## config.mk

```make
export PLATFORM = sky130hd
export DESIGN_NAME = alu_serial_seq
export DESIGN_NICKNAME = d
export VERILOG_FILES = /design/src/rtl/alu_pkg.sv /design/src/rtl/alu_serial_shreg.sv /design/src/rtl/alu_serial_seq.sv
export SDC_FILE = /design/constraint.sdc
export NUM_CORES = 1
export LEC_CHECK = 0
export CORE_MARGIN = 2
export CORE_UTILIZATION = 50
export DETAILED_ROUTE_END_ITERATION = 10
export PLACE_DENSITY = 0.88
export SLEW_MARGIN = 30
export SYNTH_ARGS = -nofsm -noshare
export SYNTH_HDL_FRONTEND = slang
export SYNTH_HIERARCHICAL = 1
export SYNTH_SLANG_ARGS = --single-unit
export TNS_END_PERCENT = 50
```

## constraint.sdc

```tcl
create_clock -name clk -period 1.6 [get_ports clk]
set_input_delay 0.4 -clock clk [delete_from_list [all_inputs] [get_ports clk]]
set_output_delay 0.4 -clock clk [all_outputs]
set_load 0.02 [all_outputs]
```

## src/rtl/alu_pkg.sv

```systemverilog
// Shared types for the bit-serial ALU sequencer.
// Op codes, FSM states and the default operand width.
package alu_pkg;

    typedef enum logic [1:0] {
        OP_NOR = 2'b00,
        OP_XOR = 2'b01,
        OP_ADD = 2'b10,
        OP_SUB = 2'b11
    } op_t;

    typedef enum logic [1:0] {
        IDLE = 2'd0,
        RUN  = 2'd1,
        DONE = 2'd2
    } state_t;

    localparam int ALU_WIDTH = 8;

    function automatic logic is_arith(input op_t o);
        return (o == OP_ADD) || (o == OP_SUB);
    endfunction

endpackage

```

## src/rtl/alu_serial_shreg.sv

```systemverilog
// Parallel-load, right-shift register with serial input at the MSB.
// Load has priority over shift.
module alu_serial_shreg
    import alu_pkg::*;
#(
    parameter int WIDTH = ALU_WIDTH
) (
    input  logic             clk,
    input  logic             rst,
    input  logic             load_i,
    input  logic             shift_i,
    input  logic [WIDTH-1:0] d_i,
    input  logic             sin_i,
    output logic [WIDTH-1:0] q_o
);

    logic [WIDTH-1:0] q_q;
    logic [WIDTH-1:0] q_d;

    always_comb begin
        q_d = q_q;
        if (load_i) begin
            q_d = d_i;
        end else if (shift_i) begin
            q_d = {sin_i, q_q[WIDTH-1:1]};
        end
    end

    always_ff @(posedge clk) begin
        if (rst) begin
            q_q <= '0;
        end else begin
            q_q <= q_d;
        end
    end

    assign q_o = q_q;

endmodule

```

## src/rtl/alu_serial_seq.sv

```systemverilog
// Bit-serial sequencer driving an external 1-bit ALU slice, LSB first.
// Define OVERFLOW_EN to add the registered signed-overflow output ovf.
module alu_serial_seq
    import alu_pkg::*;
#(
    parameter int WIDTH = ALU_WIDTH
) (
    input  logic             clk,
    input  logic             rst,
    input  logic             start,
    input  logic [WIDTH-1:0] a,
    input  logic [WIDTH-1:0] b,
    input  logic [1:0]       op,
    output logic             busy,
    output logic             done,
    output logic [WIDTH-1:0] result,
    output logic             cout_o,
`ifdef OVERFLOW_EN
    output logic             ovf,
`endif
    output logic             slice_a,
    output logic             slice_b,
    output logic             slice_cin,
    output logic [1:0]       slice_op,
    input  logic             slice_s,
    input  logic             slice_cout
);

    localparam int CW = (WIDTH > 2) ? $clog2(WIDTH) : 1;
    localparam logic [CW-1:0] LAST = CW'(WIDTH - 1);

    state_t           state_q, state_d;
    logic [CW-1:0]    cnt_q, cnt_d;
    op_t              op_q, op_d;
    logic             carry_q, carry_d;
    logic [WIDTH-1:0] result_q, result_d;
    logic             cout_q, cout_d;
    logic             ovf_d;
    logic             load, shift;
    logic [WIDTH-1:0] a_sh, b_sh, r_sh;

    alu_serial_shreg #(.WIDTH(WIDTH)) u_a_sh (
        .clk(clk), .rst(rst), .load_i(load), .shift_i(shift),
        .d_i(a), .sin_i(1'b0), .q_o(a_sh)
    );

    alu_serial_shreg #(.WIDTH(WIDTH)) u_b_sh (
        .clk(clk), .rst(rst), .load_i(load), .shift_i(shift),
        .d_i(b), .sin_i(1'b0), .q_o(b_sh)
    );

    alu_serial_shreg #(.WIDTH(WIDTH)) u_r_sh (
        .clk(clk), .rst(rst), .load_i(load), .shift_i(shift),
        .d_i('0), .sin_i(slice_s), .q_o(r_sh)
    );

    always_comb begin
        state_d  = state_q;
        cnt_d    = cnt_q;
        op_d     = op_q;
        carry_d  = carry_q;
        result_d = result_q;
        cout_d   = cout_q;
        ovf_d    = 1'b0;
        load     = 1'b0;
        shift    = 1'b0;
        unique case (state_q)
            IDLE, DONE: begin
                state_d = IDLE;
                if (start) begin
                    load    = 1'b1;
                    op_d    = op_t'(op);
                    carry_d = (op_t'(op) == OP_SUB);
                    cnt_d   = '0;
                    state_d = RUN;
                end
            end
            RUN: begin
                shift   = 1'b1;
                carry_d = is_arith(op_q) ? slice_cout : 1'b0;
                cnt_d   = cnt_q + CW'(1);
                if (cnt_q == LAST) begin
                    state_d  = DONE;
                    result_d = {slice_s, r_sh[WIDTH-1:1]};
                    cout_d   = carry_d;
                    // carry_q is the carry into the MSB on the last bit
                    ovf_d    = is_arith(op_q) & (carry_q ^ slice_cout);
                end
            end
            default: state_d = IDLE;
        endcase
    end

    always_ff @(posedge clk) begin
        if (rst) begin
            state_q  <= IDLE;
            cnt_q    <= '0;
            op_q     <= OP_NOR;
            carry_q  <= 1'b0;
            result_q <= '0;
            cout_q   <= 1'b0;
        end else begin
            state_q  <= state_d;
            cnt_q    <= cnt_d;
            op_q     <= op_d;
            carry_q  <= carry_d;
            result_q <= result_d;
            cout_q   <= cout_d;
        end
    end

`ifdef OVERFLOW_EN
    logic ovf_q;

    always_ff @(posedge clk) begin
        if (rst) begin
            ovf_q <= 1'b0;
        end else if (state_q == RUN && cnt_q == LAST) begin
            ovf_q <= ovf_d;
        end
    end

    assign ovf = ovf_q;
`else
    logic unused_ovf;
    assign unused_ovf = ovf_d;
`endif

    assign busy      = (state_q == RUN);
    assign done      = (state_q == DONE);
    assign result    = result_q;
    assign cout_o    = cout_q;
    assign slice_a   = busy & a_sh[0];
    assign slice_b   = busy & b_sh[0];
    assign slice_cin = busy & carry_q;
    assign slice_op  = op_q;

endmodule

```

* Word level (Yosys, flattened, before mapping)
Index checks and enable logic that the tools add are counted.
Cells by class: reduce and logical (&&, ||, !) cells 9, eq/ne operators 8, bitwise logic cells 3, muxes and demuxes 15, add/subtract/negate cells 1
Operators with widths (count):
- $mux W8 | 4
- $eq A2 B2 Y1 const B | 4
- $mux W1 | 6
- $pmux W3 S2 | 1
- $reduce_and A2 Y1 | 3
- $pmux W2 S2 | 1
- $reduce_bool A2 Y1 | 2
- $reduce_or A2 Y1 | 2
- $add A3 B1 Y3 const B | 1
- $and A1 B1 Y1 | 3
- $eq A3 B3 Y1 const B | 1
- $mux W3 | 1
- $eq A2 B1 Y1 const B | 1
- $logic_not A2 Y1 | 1
- $mux W2 | 1
- $ne A2 B1 Y1 const B | 1
- $ne A2 B2 Y1 const B | 1
- $pmux W1 S2 | 1
- $logic_or A1 B1 Y1 | 1
Storage, ports and cells: bits in registers 41, input bits 23, output and inout port bits 16

* Longest topological paths before layout
depth after elaboration 4, mapped depth 6

* Hierarchy
Netlist, hierarchy kept.
By module, submodules not included:
- alu_serial_shreg | area an instance 369.1 um^2, cells an instance 35, instances 3, sequential area each 160.2 um^2
- alu_serial_seq | area an instance 773.2 um^2, cells an instance 82, instances 1, sequential area each 340.3 um^2

* Worst setup path before layout
Ideal clock, no wire load.
path kind flip-flop to output port, start point register state_q[0], end point output port slice_a, setup slack 0.223 ns, cell stages (with the launch flop) 5, data arrival time 0.977 ns, data required time 1.200 ns, buffers on the path 1, cells stage by stage dfxtp_1 > nand2b_4 > inv_6 > buf_12 > and2_1
Between the ends: word-level cells in the longest chain between the ends 2
Ends and longest elaborated chain:
- start: declaration | line alu_serial_seq.sv:32 | state_t state_q, state_d;
- start signal: assignment | line alu_serial_seq.sv:103 | state_q <= state_d;
- $eq A2 B1 Y1 | line alu_serial_seq.sv:129 | assign busy = (state_q == RUN);
- via busy | line alu_serial_seq.sv:14 | output logic busy,
- $and A1 B1 Y1 | line alu_serial_seq.sv:133 | assign slice_a = busy & a_sh[0];
- end: declaration | line alu_serial_seq.sv:21 | output logic slice_a,
The timed path passes the listed nets, and every way through them passes these cells.

* Worst setup path in the final report
start point register state_q[1], end point output port slice_a
Between the ends: word-level cells in the longest chain between the ends 2
Ends and longest elaborated chain (line):
- $eq A2 B1 Y1 | alu_serial_seq.sv:129
- $and A1 B1 Y1 | alu_serial_seq.sv:133
Every way passes these cells.

==> out/results.ini <==
[drt]
detail_route.drc_violations = 0
detail_route.vias_per_cell = 4.891
first_drt_pass_iteration_count = 2
vias = 1394
drt_iter0_drcs = 63
detail_route.wl_per_cell_um = 11.47
route.antenna.remaining_nets = 0
wl_um = 3270

[setup_path]
worstSetupStartpoint = state_q[1]
timing.reg2reg.setup_slack_ps = 200
last_element_of_the_critical_path = slice_a
cp_data_arrival_time_ps = 1150
worstPathBufferInverterCount = 2
worst_path_max_delay_cell = sky130_fd_sc_hd__dfxtp_1
critical_path_end_type = output pin
crit_path_cell_chain = nand2b_4 -> inv_6 -> and2_1 -> buf_2
critical_path.reg2reg.endpoint = u_b_sh/q_o[2]
timing.critical_path.fanout_max = 7
cp.depth = 4
cp.required_ps = 1200
worstRegToRegCells = 7
timing.rr.start = state_q[0]
timing.setup.critical_path_class = reg -> out
crit_path_max_incr_delay_ps = 320
worst_setup_path_start_kind = flop
critPathTopFamily = flip-flops

[die]
initial_core_util = 0.5094
core-area_um2 = 3606
design.portCount = 39
height_of_the_die_um = 64.61
die-width_um = 64.61
core.rowCount = 22
dieArea_um2 = 4174

[timing]
timing.final.setup_violations = 0
clock_skew_after_layout_ps = 4.996
part_of_the_cycle_the_worst_path_needs = 0.9694
slew_viol_final = 0
max_clock_freq_ghz = 0.6447
rsz0062_at_grt = no
period_minus_ws_final_ps = 1551
final_hold_viol_count = 0

[placement]
finalWeightedCongestion = 0.7502
io_buffer_count = 38
dp_hpwl_um = 2229

[cts]
cts_resized = 29
cts_max_path_bufs = 2
htree_levels = 2
clkLatencyLatePin_ps = 290
postCtsHoldBufs = 0
cts_tree = built
cts_setup_buffers = 0
tritoncts.num_buffers = 5
clk_root_buffer_cell = sky130_fd_sc_hd__clkbuf_8
cts_num_sinks = 40
path_clk_slew_ps = 70

[run_status]
run_status = completed

[pwr]
worst_vdd_rail_ir_drop_mv = 0.5325
power.density_cell_area_nw_per_um2 = 895.1
total_power_mw = 2.129
standby_leakage_power_nw = 0.9542

[final_layout]
fin_nets = 261
antenna_cells = 0
final_util = 0.6596
area.sequential_um2 = 802.0
footprint_of_the_multi_input_gates_um2 = 945.9
flow.area_growth_from_synthesis_pct = 29.50
fillCellCount = 313
post_route_cells_drive_above_1_share = 0.1646

[global_routing]
grt_max_degree = 41
track_usage = 0.1773
grt-ovfl-total = 0
grt_antenna_before_repair = 0
grt_pass1_vias = 1334
wire_length_of_the_first_global_routing_pass_um = 5775

[min_path]
type_of_the_tightest_min_delay_check = reg -> reg

[logic_synthesis]
yosysWarnings = 6
netlist_area_um2 = 1837
synth_cells = 183
synth.avg_cell_area_um2 = 10.04

[job]
max_cap_viol_count = 0

-- worst min-delay path by stage --
stage,startpoint,to,depth (start not counted)
2_1_floorplan,u_r_sh/q_o[1],result[0],2
3_3_place_gp,result[1],result[1],2
3_5_place_dp,result[7],result[7],2
4_1_cts,result[7],result[7],2
5_1_grt,result[2],result[2],2
6_report,result[7],result[7],2
-- through the flow --
step / setup slack (ps) / hold WS (ps) / cells / cell area (um^2) / setup TNS (ps)
final: 48.97 / 455.5 / 285 / 2379 / 0
after detailed placement: -78.67 / 448.9 / 277 / 2318 / -928.4
after CTS: 1.340 / 456.2 / 285 / 2377 / 0
after global placement: -49.22 / 443.3 / 277 / 2318 / -467.2
after global routing: 15.13 / 473.0 / 285 / 2379 / 0
after floorplan: 223.1 / 442.9 / 191 / 1867 / 0
-- sequential cells by signal (all words and copies together), names as in the netlist --
| register | count |
|---|---|
| result | 8 |
| u_a_sh/q_o | 8 |
| u_b_sh/q_o | 8 |
| u_r_sh/q_o | 7 |
| cnt_q | 3 |
| slice_op | 2 |
| state_q | 2 |
| carry_q | 1 |
| cout_o | 1 |
-- final cells by class --
cell class,count,share of cell area
Clock inverter,2,0.004208
Tap cell,48,0.02525
Timing Repair Buffer,49,0.1910
Clock buffer,6,0.03472
Sequential cell,40,0.3372
Inverter,5,0.009995
Multi-Input combinational cell,135,0.3977
-- worst register-to-register path, stage by stage (launching register included) --
cell and delay (ps):
sky130_fd_sc_hd__dfxtp_2 340, sky130_fd_sc_hd__buf_4 130, sky130_fd_sc_hd__buf_4 140, sky130_fd_sc_hd__nand2b_1 150, sky130_fd_sc_hd__inv_1 100, sky130_fd_sc_hd__buf_12 160, sky130_fd_sc_hd__inv_2 100, sky130_fd_sc_hd__a211oi_1 210
-- layout by cell type, fill, tap and decap left out, drive strengths merged, types with 3 or more instances in the layout --
cell and count:
a211oi 23, a21oi 12, and2 3, buf 15, clkbuf 6, clkdlybuf4s50 22, conb 9, dfxtp 40
dlygate4sd2 11, inv 5, mux2i 25, nand2 12, nand2b 3, nand3 11, nor2 4, nor2b 24
-- power by group --
part | leakage [nW] | switching [mW] | internal (mW) | total, mW
logic | 0.574 | 0.162 | 0.187 | 0.349
clock network | 0.0510 | 0.336 | 0.344 | 0.680
registers | 0.329 | 0.0393 | 1.06 | 1.10
total | 0.954 | 0.537 | 1.59 | 2.13
-- per-layer routing --
metal  global-route usage  wire length (um)  vias up
met5                    0                 0        -
met4              0.05319                42        0
met3              0.05903               161        6
met2               0.2995              1470       37
li1                     -                 -      741
met1               0.2142              1596      610
Note: power is estimated with default switching activity, not from simulation.
